## config.mk

```make
export PLATFORM = sky130hd
export DESIGN_NAME = mem_stage_ctrl
export DESIGN_NICKNAME = d
export VERILOG_FILES = /design/src/rtl/y86_pkg.sv /design/src/rtl/mem_op_decode.sv /design/src/rtl/mem_stage_ctrl.sv
export SDC_FILE = /design/constraint.sdc
export NUM_CORES = 1
export LEC_CHECK = 0
export CAP_MARGIN = 30
export CELL_PAD_IN_SITES_DETAIL_PLACEMENT = 1
export CELL_PAD_IN_SITES_GLOBAL_PLACEMENT = 2
export CORE_MARGIN = 2
export CORE_UTILIZATION = 22
export DETAILED_ROUTE_END_ITERATION = 6
export GPL_TIMING_DRIVEN = 0
export PLACE_DENSITY = 0.85
export SLEW_MARGIN = 0
export SYNTH_ARGS = -nofsm -noshare
export SYNTH_HDL_FRONTEND = slang
export SYNTH_SLANG_ARGS = --single-unit
```

## constraint.sdc

```tcl
create_clock -name clk -period 2.9 [get_ports clk]
set_input_delay 0.435 -clock clk [delete_from_list [all_inputs] [get_ports clk]]
set_output_delay 0.435 -clock clk [all_outputs]
set_load 0.005 [all_outputs]
```

## src/rtl/y86_pkg.sv

```systemverilog
`default_nettype none
// ============================================================================
// Module   : y86_pkg
// Purpose  : Shared constants for the Y86-64 memory stage. Holds the icode
//            values, stat codes, memory-operation enum and FSM state codes.
// Ports    : none (package)
// Revision : 1.0 - initial release
// ============================================================================
package y86_pkg;

  // Instruction codes
  localparam logic [3:0] IHALT   = 4'h0;
  localparam logic [3:0] INOP    = 4'h1;
  localparam logic [3:0] IRRMOVQ = 4'h2;
  localparam logic [3:0] IIRMOVQ = 4'h3;
  localparam logic [3:0] IRMMOVQ = 4'h4;
  localparam logic [3:0] IMRMOVQ = 4'h5;
  localparam logic [3:0] IOPQ    = 4'h6;
  localparam logic [3:0] IJXX    = 4'h7;
  localparam logic [3:0] ICALL   = 4'h8;
  localparam logic [3:0] IRET    = 4'h9;
  localparam logic [3:0] IPUSHQ  = 4'hA;
  localparam logic [3:0] IPOPQ   = 4'hB;

  // Status codes
  localparam logic [3:0] SAOK = 4'd1;
  localparam logic [3:0] SHLT = 4'd2;
  localparam logic [3:0] SADR = 4'd3;
  localparam logic [3:0] SINS = 4'd4;

  typedef enum logic [1:0] {
    OP_NONE = 2'd0,
    OP_RD   = 2'd1,
    OP_WR   = 2'd2
  } mem_op_e;

  // Memory-stage FSM states
  localparam logic [1:0] ST_IDLE = 2'd0;
  localparam logic [1:0] ST_REQ  = 2'd1;
  localparam logic [1:0] ST_WAIT = 2'd2;
  localparam logic [1:0] ST_DONE = 2'd3;

endpackage : y86_pkg
`default_nettype wire

```

## src/rtl/mem_op_decode.sv

```systemverilog
`default_nettype none
// ============================================================================
// Module   : mem_op_decode
// Purpose  : Combinational decode of the M-stage icode into a memory op,
//            the effective byte address and an address-legality flag.
// Ports    : icode_i  - icode in M
//            val_e_i  - ALU result (address for rmmovq/mrmovq/pushq/call)
//            val_a_i  - address for popq/ret
//            op_o     - OP_NONE / OP_RD / OP_WR
//            addr_o   - selected byte address
//            legal_o  - 1 when the 8-byte access fits inside the memory
// Revision : 1.0 - initial release
// ============================================================================
module mem_op_decode
  import y86_pkg::*;
#(
  parameter int unsigned MEM_BYTES = 8192,
  parameter bit          ALIGN_CHK = 1'b0
) (
  input  logic [3:0]  icode_i,
  input  logic [63:0] val_e_i,
  input  logic [63:0] val_a_i,
  output mem_op_e     op_o,
  output logic [63:0] addr_o,
  output logic        legal_o
);

  // Highest address at which a full quad-word still fits. The compare is on
  // all 64 bits, so huge addresses never wrap back into range.
  localparam logic [63:0] LAST_ADDR = 64'(MEM_BYTES) - 64'd8;

  always_comb begin
    op_o   = OP_NONE;
    addr_o = val_e_i;
    case (icode_i)
      IRMMOVQ, ICALL, IPUSHQ: op_o = OP_WR;
      IMRMOVQ:                op_o = OP_RD;
      IPOPQ, IRET: begin
        op_o   = OP_RD;
        addr_o = val_a_i;
      end
      default:                op_o = OP_NONE;
    endcase
  end

  always_comb begin
    legal_o = (addr_o <= LAST_ADDR);
    if (ALIGN_CHK && (addr_o[2:0] != 3'd0)) begin
      legal_o = 1'b0;
    end
  end

endmodule : mem_op_decode
`default_nettype wire

```

## src/rtl/mem_stage_ctrl.sv

```systemverilog
`default_nettype none
// ============================================================================
// Module   : mem_stage_ctrl
// Purpose  : Sequences the pipeline memory stage onto a single-port,
//            variable-latency data memory (req/gnt/rvalid), stalls the
//            pipeline until the access completes, range-checks addresses
//            and aborts hung accesses with SADR.
// Ports    : clk, rst               - clock, synchronous active-high reset
//            M_valid/M_icode/M_stat - M-register instruction info
//            M_valE/M_valA          - address / store data
//            m_stall                - hold M and upstream this cycle
//            m_valM/m_stat          - registered read data / final status
//            m_done                 - one-cycle completion pulse
//            mem_req/we/addr/wdata  - request side of the memory port
//            mem_gnt/rvalid/rdata   - response side of the memory port
// Revision : 1.0 - initial release
// ============================================================================
module mem_stage_ctrl
  import y86_pkg::*;
#(
  parameter int unsigned MEM_BYTES = 8192,
  parameter int unsigned TIMEOUT   = 15,
  parameter bit          ALIGN_CHK = 1'b0
) (
  input  logic        clk,
  input  logic        rst,
  input  logic        M_valid,
  input  logic [3:0]  M_icode,
  input  logic [3:0]  M_stat,
  input  logic [63:0] M_valE,
  input  logic [63:0] M_valA,
  output logic        m_stall,
  output logic [63:0] m_valM,
  output logic [3:0]  m_stat,
  output logic        m_done,
  output logic        mem_req,
  output logic        mem_we,
  output logic [63:0] mem_addr,
  output logic [63:0] mem_wdata,
  input  logic        mem_gnt,
  input  logic        mem_rvalid,
  input  logic [63:0] mem_rdata
);

  localparam logic [3:0] TIMEOUT_C = 4'(TIMEOUT);

  mem_op_e     dec_op;
  logic [63:0] dec_addr;
  logic        dec_legal;
  logic        issue;
  logic [3:0]  timer_inc;

  logic [1:0]  state_q,  state_d;
  logic [3:0]  timer_q,  timer_d;
  logic        req_q,    req_d;
  logic        we_q,     we_d;
  logic [63:0] addr_q,   addr_d;
  logic [63:0] wdata_q,  wdata_d;
  logic [63:0] valm_q,   valm_d;
  logic [3:0]  stat_q,   stat_d;

  mem_op_decode #(
    .MEM_BYTES (MEM_BYTES),
    .ALIGN_CHK (ALIGN_CHK)
  ) u_decode (
    .icode_i (M_icode),
    .val_e_i (M_valE),
    .val_a_i (M_valA),
    .op_o    (dec_op),
    .addr_o  (dec_addr),
    .legal_o (dec_legal)
  );

  assign issue = M_valid && (M_stat == SAOK) && (dec_op != OP_NONE);

  // Saturating increment; the timer is only meaningful inside WAIT.
  assign timer_inc = (timer_q == 4'hF) ? timer_q : (timer_q + 4'd1);

  always_comb begin
    state_d = state_q;
    timer_d = timer_q;
    req_d   = req_q;
    we_d    = we_q;
    addr_d  = addr_q;
    wdata_d = wdata_q;
    valm_d  = valm_q;
    stat_d  = stat_q;
    case (state_q)
      ST_IDLE: begin
        if (issue) begin
          if (dec_legal) begin
            // Latch everything the access needs so later M_* changes
            // cannot disturb the request.
            state_d = ST_REQ;
            req_d   = 1'b1;
            we_d    = (dec_op == OP_WR);
            addr_d  = dec_addr;
            wdata_d = M_valA;
          end else begin
            state_d = ST_DONE;
            stat_d  = SADR;
          end
        end else begin
          stat_d = M_stat;
        end
      end
      ST_REQ: begin
        // A simultaneous rvalid is not a response to this request yet.
        if (mem_gnt) begin
          state_d = ST_WAIT;
          req_d   = 1'b0;
          timer_d = 4'd0;
        end
      end
      ST_WAIT: begin
        timer_d = timer_inc;
        if (mem_rvalid) begin
          state_d = ST_DONE;
          stat_d  = SAOK;
          if (!we_q) begin
            valm_d = mem_rdata;
          end
        end else if (timer_inc == TIMEOUT_C) begin
          // Compare the incremented count so the abort follows exactly
          // TIMEOUT cycles spent in WAIT.
          state_d = ST_DONE;
          stat_d  = SADR;
        end
      end
      ST_DONE: state_d = ST_IDLE;
      default: state_d = ST_IDLE;
    endcase
  end

  always_ff @(posedge clk) begin
    if (rst) begin
      state_q <= ST_IDLE;
      timer_q <= 4'd0;
      req_q   <= 1'b0;
      we_q    <= 1'b0;
      addr_q  <= 64'd0;
      wdata_q <= 64'd0;
      valm_q  <= 64'd0;
      stat_q  <= SAOK;
    end else begin
      state_q <= state_d;
      timer_q <= timer_d;
      req_q   <= req_d;
      we_q    <= we_d;
      addr_q  <= addr_d;
      wdata_q <= wdata_d;
      valm_q  <= valm_d;
      stat_q  <= stat_d;
    end
  end

  // Stall already in IDLE when an access starts, so M holds until DONE.
  assign m_stall   = ((state_q == ST_IDLE) && issue) ||
                     (state_q == ST_REQ) || (state_q == ST_WAIT);
  assign m_done    = (state_q == ST_DONE);
  assign m_valM    = valm_q;
  assign m_stat    = stat_q;
  assign mem_req   = req_q;
  assign mem_we    = we_q;
  assign mem_addr  = addr_q;
  assign mem_wdata = wdata_q;

endmodule : mem_stage_ctrl
`default_nettype wire

```

==> results of run 1 <==
## path summary, 6_finish.rpt
| kind | from | end |
|---|---|---|
| worst max-delay path | M_icode[2] | m_stall |
| worst max register to register | state_q[0]$_SDFFE_PP0P_ | m_valM[53]$_SDFFE_PP0P_ |
| worst min-delay path | mem_rdata[15] | m_valM[15]$_SDFFE_PP0P_ |
| worst min register to register | m_valM[29]$_SDFFE_PP0P_ | m_valM[29]$_SDFFE_PP0P_ |
## layout make-up
| class | instances | area (um^2) | area share [%] |
|---|---|---|---|
| buffer | 90 | 435.4 | 3.206 |
| clock buffer | 38 | 723.2 | 5.324 |
| clock inverter | 6 | 116.4 | 0.8567 |
| inverter | 6 | 22.52 | 0.1658 |
| multi-input combinational | 622 | 3546 | 26.11 |
| sequential | 204 | 4084 | 30.07 |
| tap | 468 | 585.6 | 4.311 |
| timing repair buffer | 408 | 4070 | 29.97 |
## critical path: stages
cell and delay (ps):
clkdlybuf4s50_1 500, or3b_4 420, a211oi_4 260, and2_4 180, buf_6 90, buf_8 120
or3_1 110, dlygate4sd2_1 240
## power breakdown
group / total, mW / switching (mW) / internal (mW)
registers: 3.02 / 0.0806 / 2.94
logic: 1.17 / 0.539 / 0.629
clock network: 3.20 / 1.23 / 1.97
## synthesized netlist by cell type, types with 3 or more instances
| cell type | count |
|---|---|
| nand4_1 | 74 |
| buf_6 | 5 |
| buf_2 | 22 |
| nand2_1 | 166 |
| nor3_1 | 7 |
| nor4_1 | 22 |
| clkbuf_1 | 56 |
| nand3_1 | 5 |
| a31oi_1 | 16 |
| nor2_1 | 16 |
| a21oi_1 | 137 |
| dfxtp_1 | 204 |
| inv_1 | 6 |
| nand2b_1 | 3 |
| a311oi_1 | 13 |
| o21ai_0 | 3 |
| ha_1 | 6 |
| o31ai_1 | 66 |
| and2_1 | 52 |
| buf_1 | 5 |
## metal layers
metal  vias up  routed length (um)  global-route usage [%]
met5         -                   0                       0
met4         0                1166                   6.135
met3        65                2617                   4.991
met2       325               17810                   32.51
met1      4201               14640                   20.99
li1       4217                   -                       -
## stage by stage
step	power [mW]	area, um^2	instances	util, %
2_1_floorplan	3.501	8044	922	-
3_3_place_gp	4.238	12660	1793	34.84
4_1_cts	7.525	13560	1841	37.30
3_5_place_dp	4.261	12660	1793	34.84
6_report	7.389	13580	1842	37.37
5_1_grt	7.723	13580	1842	37.37
## cell families after synthesis
family	Yosys count	share of synthesized area (%)
flops	204	50.77
mux	1	0.1244
compound gates	252	19.85
simple gates	363	22.94
fa+ha+maj	6	0.9332
buf+inv	96	5.382
## registers in the layout, summed over array words and instances, names as in the netlist
| name | flops |
|---|---|
| state_q | 2 |
| m_stat | 4 |
| mem_we | 1 |
| timer_q | 4 |
| m_valM | 64 |
| mem_wdata | 64 |
| mem_req | 1 |
| mem_addr | 64 |
## what timing repair did
action / in CTS / in global routing
resized for setup: 8 / 13
buffers inserted: 4 / 1
endpoints found under the setup margin: 11 / 117
pin swaps: 3 / 0
cloned: 0 / 0
==> reports/qor.txt, run 1 <==
Status - complete, no violations
Yosys reg bits - 204
Clock transition at the registers of the reported paths - 60 ps
Fin crit share - 96.43%
CTS Buf Count - 24
HP Class - in2reg
First-pass GRT wire length - 54440 um
Hold WS - 451.7 ps
Clock sink count - 204
Setup WS pre-CTS - -578.3 ps
Post-route ant nets - 0
Fill cell count - 4221
Final Slew Violations - 0
Startpoint types - primary input
TritonCTS clock tree - yes
EDFF count, synth - 0
Synth top area share - 50.77%
Vias - 8808
Top area cells in the synthesized netlist - dfxtp_1 51%, a21oi_1 8.5%, nand2_1 7.7%
Clock buffer depth - 3
Cell Area, Synth - 8044 um^2
Power Density - 544.0 nW/um^2
Routed WL - 36230 um
Syn Inst Count - 922
Core Region - 36350 um^2
# hold bufs at CTS - 0
Die height - 195.2 um
Starting Density - 22.13%
Residual DRC - 0
Critical path peak fanout - 10
Slew Limit Headroom - 41.11%
GRT Total Usage - 18.23%
Row count - 70
Fin Setup TNS - 0 ps
Crit Path Class - in2out
CP Capture Type - primary output
DRT iter0 DRCs - 319
DR pass1 iterations - 4
Clock Tree Root - clkbuf_16
Max cap viols - 0
Number of global-route vias before repair - 9256
Primary FF master, synth - dfxtp_1
Worst EP required - 2470 ps
Hold Path Depth - 3
Wirelength per Cell - 19.67 um
Die X - 195.2 um
Antenna Diode Count - 0
Most common cell after layout, fill and taps aside - clkdlybuf4s50_1
Area grow syn2layout - 68.86%
Die area - 38110 um^2
Initial antenna violation count - 0
Overflow after GRT - 0
Largest net degree at the start of global routing - 13
Post-synthesis sequential area ratio - 50.77%
Largest area contributor in the netlist - dfxtp_1
Endpoints failing setup - 0
Post-DP HPWL - 28070 um
Fin nets - 1567
Worst-margin pin slew - 880.1 ps
Via-to-Cell Ratio - 4.782
Commonest cells after routing, fill and taps aside - 402 x clkdlybuf4s50_1, 204 x dfxtp_1, 166 x nand2_1
FMAX - 357.6 MHz
Clock Skews - 11.20 ps
Netlist cell types - 49
Worst Path Arrival - 2360 ps
Ports - 405
GP Congestion - 0.8261
Setup WS post-layout - 103.5 ps
Mapped Avg Cell Area - 8.724 um^2
Ys async rst share - 0%
H-Tree Depth - 1
Final min period - 2797 ps
Leak Pwr - 4.581 nW
Port buffer count - 403
Syn nets - 1133
Hold Vio Cnt, Final - 0
Share of cells above drive strength 1 - 6.769%
Unrepaired setup endpoints after global routing - false
VDD IR max - 0.0003348 V
Clk Latency, worst-skew pair - 530 ps
R2R depth - 8
R2R setup slack - 680 ps
Synth warn - 0
No activity file was read; power rests on OpenSTA's default activity.
==> run 2: changes to the inputs <==
--- a/config.mk
+++ b/config.mk
@@ -10,6 +10,7 @@
 export CELL_PAD_IN_SITES_GLOBAL_PLACEMENT = 2
 export CORE_MARGIN = 2
 export CORE_UTILIZATION = 22
+export CTS_CLUSTER_SIZE = 16
 export DETAILED_ROUTE_END_ITERATION = 6
 export GPL_TIMING_DRIVEN = 0
 export PLACE_DENSITY = 0.85
==> reports/qor.txt, run 2 (same netlist as run 1, synthesis figures left out) <==
Endpoints failing setup - 0
Final instance area - 13570 um^2
Critical path peak fanout - 10
Final Slew Violations - 0
Unrepaired setup endpoints after global routing - false
Startpoint types - primary input
Clock sink count - 204
H-Tree Depth - 1
Largest net degree at the start of global routing - 13
Clock Skews - 13.50 ps
Port buffer count - 403
Post-route ant nets - 0
Ports - 405
VDD IR max - 0.0003285 V
Most common cell after layout, fill and taps aside - clkdlybuf4s50_1
R2R setup slack - 680 ps
Antenna Diode Count - 0
GRT Total Usage - 18.23%
Clk Latency, worst-skew pair - 530 ps
DRT iter0 DRCs - 309
Commonest cells after routing, fill and taps aside - 402 x clkdlybuf4s50_1, 204 x dfxtp_1, 166 x nand2_1
Starting Density - 22.13%
Slew Limit Headroom - 41.11%
Hold Vio Cnt, Final - 0
DR pass1 iterations - 4
Placed inst area - 12660 um^2
Max cap viols - 0
Die height - 195.2 um
FMAX - 357.2 MHz
Wirelength per Cell - 19.70 um
Setup WS pre-CTS - -578.3 ps
GP Congestion - 0.8261
Setup WS post-layout - 100.2 ps
Area grow syn2layout - 68.69%
Crit Path Class - in2out
Power Density - 540.0 nW/um^2
Fin nets - 1567
Vias - 8821
Row count - 70
Fin crit share - 96.55%
Final min period - 2800 ps
HP Class - in2reg
CP Capture Type - primary output
Clock transition at the registers of the reported paths - 60 ps
TritonCTS clock tree - yes
Routed WL - 36290 um
Post-DP HPWL - 28070 um
Multi-input logic area - 3546 um^2
Die X - 195.2 um
Core Region - 36350 um^2
Power Total - 7.327 mW
First-pass GRT wire length - 54450 um
Clock buffer depth - 3
Overflow after GRT - 0
Residual DRC - 0
Worst-margin pin slew - 880.0 ps
Worst Path Arrival - 2360 ps
Cell total after placement - 1793
Fin cells - 1842
CTS Buf Count - 24
Clock Tree Root - clkbuf_16
Initial antenna violation count - 0
Number of global-route vias before repair - 9255
Leak Pwr - 4.571 nW
Register Area - 4084 um^2
Die area - 38110 um^2
Share of cells above drive strength 1 - 6.769%
Status - complete, no violations
Worst EP required - 2470 ps
Fill cell count - 4220
Via-to-Cell Ratio - 4.789
[run 2: what timing repair did]
item / in CTS / in global routing
pin swaps: 3 / 0
hold buffers: 0 / 0
gates resized for setup: 8 / 13
setup endpoints to repair: 11 / 116
buffers inserted: 4 / 1
[run 2: layout make-up]
cell class	count	share of cell area (%)
Inverter	6	0.1660
Sequential cell	204	30.10
Clock buffer	39	5.431
Buffer	90	3.209
Tap cell	468	4.315
Timing Repair Buffer	408	30.00
Clock inverter	5	0.6547
Multi-Input combinational cell	622	26.13
[run 2: report_power, final]
part / leakage (nW) / internal [mW] / switching [mW] / total (mW)
clock network: 0.401 / 1.91 / 1.23 / 3.14
registers: 1.65 / 2.94 / 0.0806 / 3.02
logic: 2.52 / 0.629 / 0.538 / 1.17
total: 4.57 / 5.48 / 1.85 / 7.33
[run 2: final timing paths]
path / startpoint / to / cells after the start
worst min register to register: m_valM[29]$_SDFFE_PP0P_ / m_valM[29]$_SDFFE_PP0P_ / 2
worst min-delay path: mem_rdata[15] / m_valM[15]$_SDFFE_PP0P_ / 3
worst max register to register: state_q[0]$_SDFFE_PP0P_ / m_valM[53]$_SDFFE_PP0P_ / 8
worst max-delay path: M_icode[2] / m_stall / 8
[run 2: metrics by stage]
stage / setup TNS [ps] / util, % / hold slack, ps
after floorplan: 0 / - / 452.7
after global placement: -60370 / 34.84 / 440.8
after detailed placement: -62340 / 34.84 / 442.8
after CTS: 0 / 37.26 / 419.7
after global routing: 0 / 37.33 / 434.9
final: 0 / 37.33 / 451.8
[run 2: metal layers]
metal	vias to the layer above	track usage (%)	wire length (um)
met4	0	5.994	1131
met3	66	5.095	2683
met2	345	32.55	17740
met1	4201	20.95	14730
li1	4209	-	-
met5	-	0	0
[run 2: worst max-delay path, cell delays in order]
cell	delay (ps)
clkdlybuf4s50_1	500
or3b_4	420
a211oi_4	260
and2_4	180
buf_6	90
buf_8	120
or3_1	110
dlygate4sd2_1	240
==> run 3: changes to the inputs <==
--- a/config.mk
+++ b/config.mk
@@ -10,7 +10,7 @@
 export CELL_PAD_IN_SITES_GLOBAL_PLACEMENT = 2
 export CORE_MARGIN = 2
 export CORE_UTILIZATION = 22
-export CTS_CLUSTER_SIZE = 16
+export CTS_CLUSTER_SIZE = 28
 export DETAILED_ROUTE_END_ITERATION = 6
 export GPL_TIMING_DRIVEN = 0
 export PLACE_DENSITY = 0.85
@@ -18,3 +18,4 @@
 export SYNTH_ARGS = -nofsm -noshare
 export SYNTH_HDL_FRONTEND = slang
 export SYNTH_SLANG_ARGS = --single-unit
+export TNS_END_PERCENT = 20
==> results of run 3 <==
Final layout, timing and power as in run 1 (identical DEF).
